`src/rtl/utils_top.sv`:
```
// Shared memory-interface types and helpers for the core/memory boundary.
// Also used by the memory-access stage so both sides agree on which addresses fault.
package utils_top;

  typedef enum logic [1:0] {IDLE, BUSY, DONE} mem_rsp_state_t;

  localparam int MEM_WORD_W = 32;

  // Misaligned word access, or any address bit set above the implemented range.
  function automatic logic main_mem_addr_bad(input logic [31:0] addr, input int byte_add_w);
    return (addr[1:0] != 2'b00) || ((addr >> byte_add_w) != 32'd0);
  endfunction

endpackage

```
`src/rtl/main_mem_array.sv`:
```
// Single-port word RAM: write and read both happen on the enabled edge; rdat is the pre-write word.
// Latency: rdat valid the cycle after en; no backpressure, one access per cycle.
module main_mem_array
  import utils_top::*;
#(
  parameter int IDX_W = 6
) (
  input  logic                  clk,
  input  logic                  en,
  input  logic                  we,
  input  logic [IDX_W-1:0]      idx,
  input  logic [MEM_WORD_W-1:0] wdat,
  output logic [MEM_WORD_W-1:0] rdat
);

  logic [MEM_WORD_W-1:0] mem_q [2**IDX_W];
  logic [MEM_WORD_W-1:0] rdat_q;

  always_ff @(posedge clk) begin
    if (en) begin
      if (we) begin
        mem_q[idx] <= wdat;
      end
      rdat_q <= mem_q[idx];
    end
  end

  assign rdat = rdat_q;

endmodule

```
`src/rtl/main_mem_responder.sv`:
```
// Main data-memory responder: one word read/write at a time, one-cycle mem_rdy pulse with mem_err.
// Latency: writes 1 cycle, reads RD_LAT cycles; requests held by the initiator until mem_rdy (ignored while BUSY).
module main_mem_responder
  import utils_top::*;
#(
  parameter int MAIN_MEM_BYTE_ADD_W = 8,
  parameter int RD_LAT              = 2
) (
  input  logic                  clk,
  input  logic                  rst_n,
  input  logic                  mem_cs,
  input  logic                  mem_wen,
  input  logic [31:0]           mem_addr,
  input  logic [MEM_WORD_W-1:0] mem_dat_in,
  output logic [MEM_WORD_W-1:0] mem_dat_out,
  output logic                  mem_rdy,
  output logic                  mem_err
);

  localparam int         IDX_W    = MAIN_MEM_BYTE_ADD_W - 2;
  localparam logic [3:0] CNT_INIT = (RD_LAT > 1) ? 4'(RD_LAT - 2) : 4'd0;

  mem_rsp_state_t        state_q, state_d;
  logic [3:0]            cnt_q, cnt_d;
  logic                  is_rd_q, is_rd_d;
  logic                  bad_q, bad_d;
  logic                  err_q, err_d;
  logic [MEM_WORD_W-1:0] dout_q, dout_d;

  logic                  addr_bad;
  logic                  accept;
  logic                  rd_done;
  logic [MEM_WORD_W-1:0] arr_rdat;
  logic [MEM_WORD_W-1:0] rd_val;

  assign addr_bad = main_mem_addr_bad(mem_addr, MAIN_MEM_BYTE_ADD_W);
  assign accept   = mem_cs && (state_q != BUSY);
  assign rd_done  = (state_q == DONE) && is_rd_q;
  assign rd_val   = bad_q ? '0 : arr_rdat;

  main_mem_array #(
    .IDX_W (IDX_W)
  ) u_array (
    .clk  (clk),
    .en   (accept),
    .we   (mem_wen && !addr_bad),
    .idx  (mem_addr[MAIN_MEM_BYTE_ADD_W-1:2]),
    .wdat (mem_dat_in),
    .rdat (arr_rdat)
  );

  always_comb begin
    state_d = state_q;
    cnt_d   = cnt_q;
    is_rd_d = is_rd_q;
    bad_d   = bad_q;
    err_d   = 1'b0;
    dout_d  = rd_done ? rd_val : dout_q;
    unique case (state_q)
      IDLE, DONE: begin
        if (accept) begin
          is_rd_d = !mem_wen;
          bad_d   = addr_bad;
          if (mem_wen || (RD_LAT == 1)) begin
            state_d = DONE;
            err_d   = addr_bad;
          end else begin
            state_d = BUSY;
            cnt_d   = CNT_INIT;
          end
        end else begin
          state_d = IDLE;
        end
      end
      BUSY: begin
        if (cnt_q == 4'd0) begin
          state_d = DONE;
          err_d   = bad_q;
        end else begin
          cnt_d = cnt_q - 4'd1;
        end
      end
      default: state_d = IDLE;
    endcase
  end

  always_ff @(posedge clk or negedge rst_n) begin
    if (!rst_n) begin
      state_q <= IDLE;
      cnt_q   <= 4'd0;
      is_rd_q <= 1'b0;
      bad_q   <= 1'b0;
      err_q   <= 1'b0;
      dout_q  <= '0;
    end else begin
      state_q <= state_d;
      cnt_q   <= cnt_d;
      is_rd_q <= is_rd_d;
      bad_q   <= bad_d;
      err_q   <= err_d;
      dout_q  <= dout_d;
    end
  end

  // Read data is presented straight from the array register during DONE, then held in dout_q.
  assign mem_dat_out = rd_done ? rd_val : dout_q;
  assign mem_rdy     = (state_q == DONE);
  assign mem_err     = err_q;

endmodule

```
`config.mk`:
```
export PLATFORM = sky130hd
export DESIGN_NAME = main_mem_responder
export DESIGN_NICKNAME = d
export VERILOG_FILES = /design/src/rtl/utils_top.sv /design/src/rtl/main_mem_array.sv /design/src/rtl/main_mem_responder.sv
export SDC_FILE = /design/constraint.sdc
export NUM_CORES = 2
export LEC_CHECK = 0
export CAP_MARGIN = 30
export CORE_UTILIZATION = 50
export CTS_BUF_LIST = sky130_fd_sc_hd__clkbuf_16
export DETAILED_ROUTE_END_ITERATION = 6
export MAX_ROUTING_LAYER = met4
export PLACE_DENSITY = 0.67
export REMOVE_ABC_BUFFERS = 1
export SYNTH_ARGS = -nofsm -noshare
export SYNTH_HDL_FRONTEND = slang
export SYNTH_SLANG_ARGS = --single-unit
```
`constraint.sdc`:
```
create_clock -name clk -period 7.2 [get_ports clk]
set_input_delay 0.72 -clock clk [delete_from_list [all_inputs] [get_ports clk]]
set_output_delay 0.72 -clock clk [all_outputs]
set_load 0.03 [all_outputs]
```
# Word-level counts from Yosys, hierarchy flattened
# Memories as Yosys holds them, arrays and structs flattened. A register that Yosys moved wholly into a read port is not among the register bits.
# Cells that the tools add are included.
# W data, S select, Z words.
# totals
reg_bits	41
ram_bits	2048
input_bits	68
out_inout_bits	34
elab_cells	46
memories	1
# classes
add_sub_neg	1
eq_ne	7
n_mux	17
n_reduce_logical	14
# memory_table
name	words	word_bits	read_ports	rd_clocked_by_memory_dff	wr	line_no	source
u_array.mem_q	64	32	1	1	1	main_mem_array.sv:16	logic [MEM_WORD_W-1:0] mem_q [2**IDX_W];
# ops
cell	count
$mux W32	2
$reduce_bool A32 Y1	1
$mux W4	3
$ne A2 B2 Y1 const B	4
$pmux W4 S2	1
$mux W1	6
$mux W2	3
$logic_not A4 Y1	1
$pmux W2 S2	1
$reduce_and A4 Y1	1
$reduce_bool A2 Y1	2
$sub A4 B1 Y4 const B	1
$logic_and A1 B1 Y1	3
$eq A2 B1 Y1 const B	1
$eq A2 B2 Y1 const B	1
$logic_not A1 Y1	2
$logic_not A2 Y1	1
$ne A2 B1 Y1 const B	1
$pmux W1 S2	1
$reduce_and A2 Y1	1
$reduce_or A2 Y1	1
$logic_or A1 B1 Y1	1

# Logic depth before layout (Yosys ltp)
# logic_depth
ltp_word	7
mapped_depth	11
mapped_depth_nobuf	7

# By module
# From an unflattened synthesis, not the netlist that was laid out.
# unflattened
cells_unflattened	4710
area_unflattened_um2	81991.1
# modules_own_cells
module	n_inst	cells_each	area_each_um2	seq_area_each_um2
main_mem_array	1	4520	80225.7	62459.9
main_mem_responder	1	190	1765.4	1026.0

# Worst setup path after synthesis
# Ideal clock, no wire load.
# synth_path
path_type	input port to flip-flop
start	in mem_cs
end	mem u_array.mem_q[15][0], enable pin
setup_time_ns	0.421
arrival_ns	3.670
required_ns	6.779
setup_slack_ns	3.108
cell_stages	5
n_path_buf	1
path_cell_list	and2_1 and3_1 clkbuf_1 nand3_1 nor2_1
# synth_via
elab_chain_cells	3
# synth_lines
element	line_no	source
start, declared	main_mem_responder.sv:11	input logic mem_cs,
$logic_and A1 B1 Y1	main_mem_responder.sv:37	assign accept = mem_cs && (state_q != BUSY);
$mux W1	main_mem_array.sv:20	if (en) begin
$mux W1 (implied by the code)	main_mem_array.sv:22	mem_q[idx] <= wdat;
end, declared	main_mem_array.sv:16	
# No other way between the ends.

# Final worst setup path
# layout_path
start	reg state_q[0]
end	mem u_array.mem_q[0][18], enable pin
# layout_via
elab_chain_cells	4
# layout_lines
element	line_no	source
start, declared	main_mem_responder.sv:23	mem_rsp_state_t state_q, state_d;
start signal, assigned	main_mem_responder.sv:96	state_q <= state_d;
$ne A2 B1 Y1	main_mem_responder.sv:37	
$logic_and A1 B1 Y1	main_mem_responder.sv:37	
via accept	main_mem_responder.sv:31	logic accept;
$mux W1	main_mem_array.sv:20	
$mux W1 (implied by the code)	main_mem_array.sv:22	
# The timed path passes the listed nets, and every way through them passes these cells.

==> summary by stage <==
Outcome
The flow ran to the end, but the final reports show violations. The final reports fail on antenna rules, DRC.

Timing
The number of hold violations in the final report came to 0. The clock skew after layout is 52.8 ps. The final count of pins violating max slew is 0.

Setup repair after global routing left no endpoint under its margin. In this run the tightest slew margin relative to its limit is 0.205. Derived from the worst setup path, the maximum achievable clock frequency is 0.237 GHz.

The portion of the clock cycle consumed by the worst path in the final layout is 0.587. The setup TNS after final layout is 0 ps. Setup violations remaining at the end of the flow were counted as 0. Counting I/O delays and the setup requirement, the final critical path takes roughly 4200 ps.

For the pin with the worst max-slew slack, the measured transition is 1180 ps.

Worst hold path
The path class of the tightest hold or removal check is input pin to async pin.

Worst setup path
The data required time of the critical path is roughly 7700 ps. The worst register-to-register path begins at state_q[0]. The worst flop-to-flop path endpoint is u_array.mem_q[0][18]. The setup path with the least slack is of type flop to flop. The critical path's largest stage delay is ~880 ps. The most repeated library cell on the critical path is sky130_fd_sc_hd__buf_4. The worst setup path is captured at a flop. The critical path startpoint category is a flop. The cell count of the worst reg-to-reg path is 7. Data arrives at the worst endpoint at 4730 ps.

The minimum setup slack among reg-to-reg paths is 2970 ps. Among all stages on the critical path, the largest delay is contributed by sky130_fd_sc_hd__nor2_4. The maximum net fanout on the critical path is 33. Walking the worst path, the cells encountered are nand2b_1 > and2_2 > buf_4 > and3_1 > nand3_2 > nor2_4 > buf_4.

Global routing
The initial antenna violation count came to 25. After global routing the overflow that remains totals 0. The wire length of the first global-routing pass is 344,000 µm.

The number of global-route vias before repair is ~44k. For this run, the total global-route usage over all layers was measured as 0.311. The largest net degree at the start of global routing is about 110.

Logic synthesis
The compound-gate portion of the synthesized area is 0.122. Synthesis inferred 2,121 register bits. The combinational family with the most area after synthesis is compound AO/OA/AOI/OAI gates. Yosys attributes the largest share of cell area to sky130_fd_sc_hd__edfxtp_1 (78%), sky130_fd_sc_hd__a221oi_1 (4.5%), sky130_fd_sc_hd__a22oi_1 (3.2%).

The fraction of the mapped netlist area in simple logic gates is 0.0288. The cell type contributing the most total cell area after synthesis is sky130_fd_sc_hd__edfxtp_1. The area of the mapped netlist is 80,300 µm². The mux cell area share after synthesis is 0.0385. The number of distinct library cells after synthesis is between 60 and 70. During synthesis, Yosys emitted a total of 0 warnings. In the synthesized netlist, the number of instances is 4,552. Of the total synthesized cell area, the portion taken by XOR and XNOR cells is 0.000218.

The share of synthesized area in the top cell type comes to 0.778. The dominant synthesized flop cell is sky130_fd_sc_hd__edfxtp_1. The adder-cell share of the synthesized area is 0.000312. The number of flops mapped to enable cells by yosys is 2,080. The fraction of synthesis flops using an asynchronous set or reset pin is 0.0193. The synthesized area divided by synthesized cell count is between 15 and 20 µm². The post-synthesis sequential area ratio is 0.790.

Power and ir drop
The analysis attributes to cell leakage a power of 28.5 nW. Of the total power, the clock network draws 0.394. Of the total power, combinational logic draws 0.081. The power density over cell area is 286 nW/µm².

The switching portion of total power is 0.238. Of the total power, registers draw 0.526. The largest voltage drop on the vdd net is 225 µV.

After layout, the design draws a total of 26.2 mW. Summed over all nets, the switching power comes to 6.24 mW. Internal power comes to 20.0 mW.

Clock tree
The tree built by TritonCTS fans out to 2,121 sinks. The insertion delay to the later sink of the worst-skew pair is 850 ps. TritonCTS built the clock tree.

After clock tree synthesis, the setup repair step added 0 buffers. The H-tree level count is 4. After clock tree synthesis, the clock-pin slew on the worst setup and hold paths is 60 ps. The buffer depth of the longest clock path is 3. Gates resized during post-CTS repair numbered 0.

The total of hold buffers inserted after clock tree synthesis is 0. Clock tree synthesis selected as its root buffer the cell sky130_fd_sc_hd__clkbuf_16. TritonCTS created between 200 and 250 clock buffers.

Die
After floorplanning, the core was sized to cover ~160,000 µm². The die is 403 µm tall. The top-level I/O count is 102. The die covers approximately 160,000 µm². The effective utilization at floorplan is 0.505. Measured along the x axis, the die boundary spans 403 µm. The site row count is 146.

Flow run
The number of max-cap violations is 0.

Cells and area
At the end of the flow the core is filled with cells to 0.577. Fill cells in the final layout number about 12k. The net count of the finished layout is 4,738. For this run, the number of standard cells in the final layout without fillers is 6,918. In the final layout, the share of cells above drive strength 1 is 0.154. Compared with the post-synthesis result, the final layout area differs by 14.1%. The library cell used most frequently in the layout, excluding fill and tap cells, is sky130_fd_sc_hd__edfxtp_1.

The top cell types in the final layout, fill and taps aside, are sky130_fd_sc_hd__edfxtp_1 (2,080), sky130_fd_sc_hd__a221oi_1 (417), sky130_fd_sc_hd__a22oi_1 (346).

Detailed routing
Wires add up to 248,000 µm. The violation count after the first detailed-route iteration is 8,158. The detail-routed net length per standard cell is 35.8 µm. The number of nets still failing antenna checks after routing is 1.

The average vias per placed instance is 6.89. The number of optimization iterations in the first detailed-route pass is 7. In the routed design, unresolved DRC markers number 8. The via total after detailed routing is 47.7k.

Place
Summed over all nets, the half-perimeter wirelength after detailed placement is 146,000 µm. Routability-driven placement finished with a final weighted congestion of around 0.95. Port buffering added 101 buffers. The post-placement cell count is 6,521.
-- how the worst max path moves through the flow --
stage                                       end  slack, ps   startpoint  cells after the start
after floorplan             u_array.mem_q[1][0]      -2760  mem_addr[3]                      3
after global placement     u_array.mem_q[8][20]       2310       mem_cs                      6
after detailed placement   u_array.mem_q[53][5]       2350       mem_cs                      6
after CTS                 u_array.mem_q[56][18]       3040   state_q[0]                      6
after global routing       u_array.mem_q[0][23]       2920   state_q[0]                      7
final                      u_array.mem_q[0][18]       2970   state_q[0]                      7
-- power groups by stage --
stage | Combinational (mW) | Clock (mW) | Sequential (mW)
3_5_place_dp | 2.06 | 0 | 14.0
5_1_grt | 2.19 | 10.8 | 13.8
6_report | 2.11 | 10.3 | 13.8
3_3_place_gp | 2.03 | 0 | 14.0
4_1_cts | 2.07 | 10.4 | 13.8
2_1_floorplan | 0.883 | 0 | 14.0
-- worst max-delay path: cells and delay by family, from the launching register on --
kind,cells,cell delay (ps)
and+or+nand+nor,5,2610
DFF,1,410
buffers and inverters,2,860
-- registers in the layout (all words and copies together) (netlist names) --
name,count
cnt_q,4
u_array.rdat,32
bad_q,1
mem_err,1
is_rd_q,1
state_q,2
dout_q,32
u_array.mem_q,2048
-- logic make-up (layout without fill, tap and decap cells) --
family | after synthesis | in the layout
flops | 2121 | 2121
buf+inv | 355 | 631
mux | 231 | 231
xor+xnor | 2 | 2
simple gates | 531 | 531
other cells | 0 | 18
fa+ha+maj | 2 | 2
compound gates | 1310 | 1310
-- synthesized netlist by cell type, types with 5 or more instances --
master and instances:
sky130_fd_sc_hd__o21ai_0 173, sky130_fd_sc_hd__o32ai_1 9, sky130_fd_sc_hd__nand4_1 8, sky130_fd_sc_hd__edfxtp_1 2080
sky130_fd_sc_hd__a221oi_1 417, sky130_fd_sc_hd__and2_1 5, sky130_fd_sc_hd__dfrtp_1 41, sky130_fd_sc_hd__nor2b_1 13
sky130_fd_sc_hd__o22ai_1 116, sky130_fd_sc_hd__nor4_1 15, sky130_fd_sc_hd__mux2_2 123, sky130_fd_sc_hd__nor2_1 236
sky130_fd_sc_hd__buf_4 18, sky130_fd_sc_hd__a22o_1 29, sky130_fd_sc_hd__o21ai_1 10, sky130_fd_sc_hd__a211oi_1 8
sky130_fd_sc_hd__clkbuf_1 173, sky130_fd_sc_hd__nor3_1 26, sky130_fd_sc_hd__a222oi_1 11, sky130_fd_sc_hd__nand2_1 146
sky130_fd_sc_hd__a21oi_1 75, sky130_fd_sc_hd__a21o_1 6, sky130_fd_sc_hd__nand2b_1 5, sky130_fd_sc_hd__a22oi_1 346
sky130_fd_sc_hd__mux2i_1 58, sky130_fd_sc_hd__or3_1 17, sky130_fd_sc_hd__buf_1 32, sky130_fd_sc_hd__o22a_1 14
sky130_fd_sc_hd__nand3_1 38, sky130_fd_sc_hd__a211o_1 8, sky130_fd_sc_hd__o221ai_1 43, sky130_fd_sc_hd__buf_6 7
sky130_fd_sc_hd__o211ai_1 18, sky130_fd_sc_hd__mux4_2 50, sky130_fd_sc_hd__buf_2 119
-- area by class of cell --
cell class,instances,area [µm²],area share
inverters,6,28.8,0.000314
well taps,2072,2590,0.0283
flip-flops and latches,2121,63500,0.693
clock inverters,161,1250,0.0137
clock buffers,206,5150,0.0563
repair buffers,258,3210,0.0350
multi-input cells,2076,15900,0.173
diodes,18,45.0,0.000492
-- per-layer routing --
| layer | track usage | vias up | wire length [µm] |
|---|---|---|---|
| li1 | - | 19299 | - |
| met1 | 0.425 | 24316 | 92900 |
| met2 | 0.445 | 3544 | 111000 |
| met3 | 0.0825 | 494 | 33000 |
| met4 | 0.125 | 0 | 11200 |
| met5 | - | - | 0 |
-- metrics by stage --
| step | cell area [µm²] | worst slack, ps | hold slack (ps) |
|---|---|---|---|
| CTS | 91400 | 3040 | 51.8 |
| finish | 91600 | 2970 | 32.8 |
| global route | 91600 | 2920 | 49.8 |
| floorplan | 78700 | -2760 | 424 |
| detailed placement | 85000 | 2350 | 484 |
| global placement | 83700 | 2310 | 470 |
Note: power is estimated with default switching activity, not from simulation.
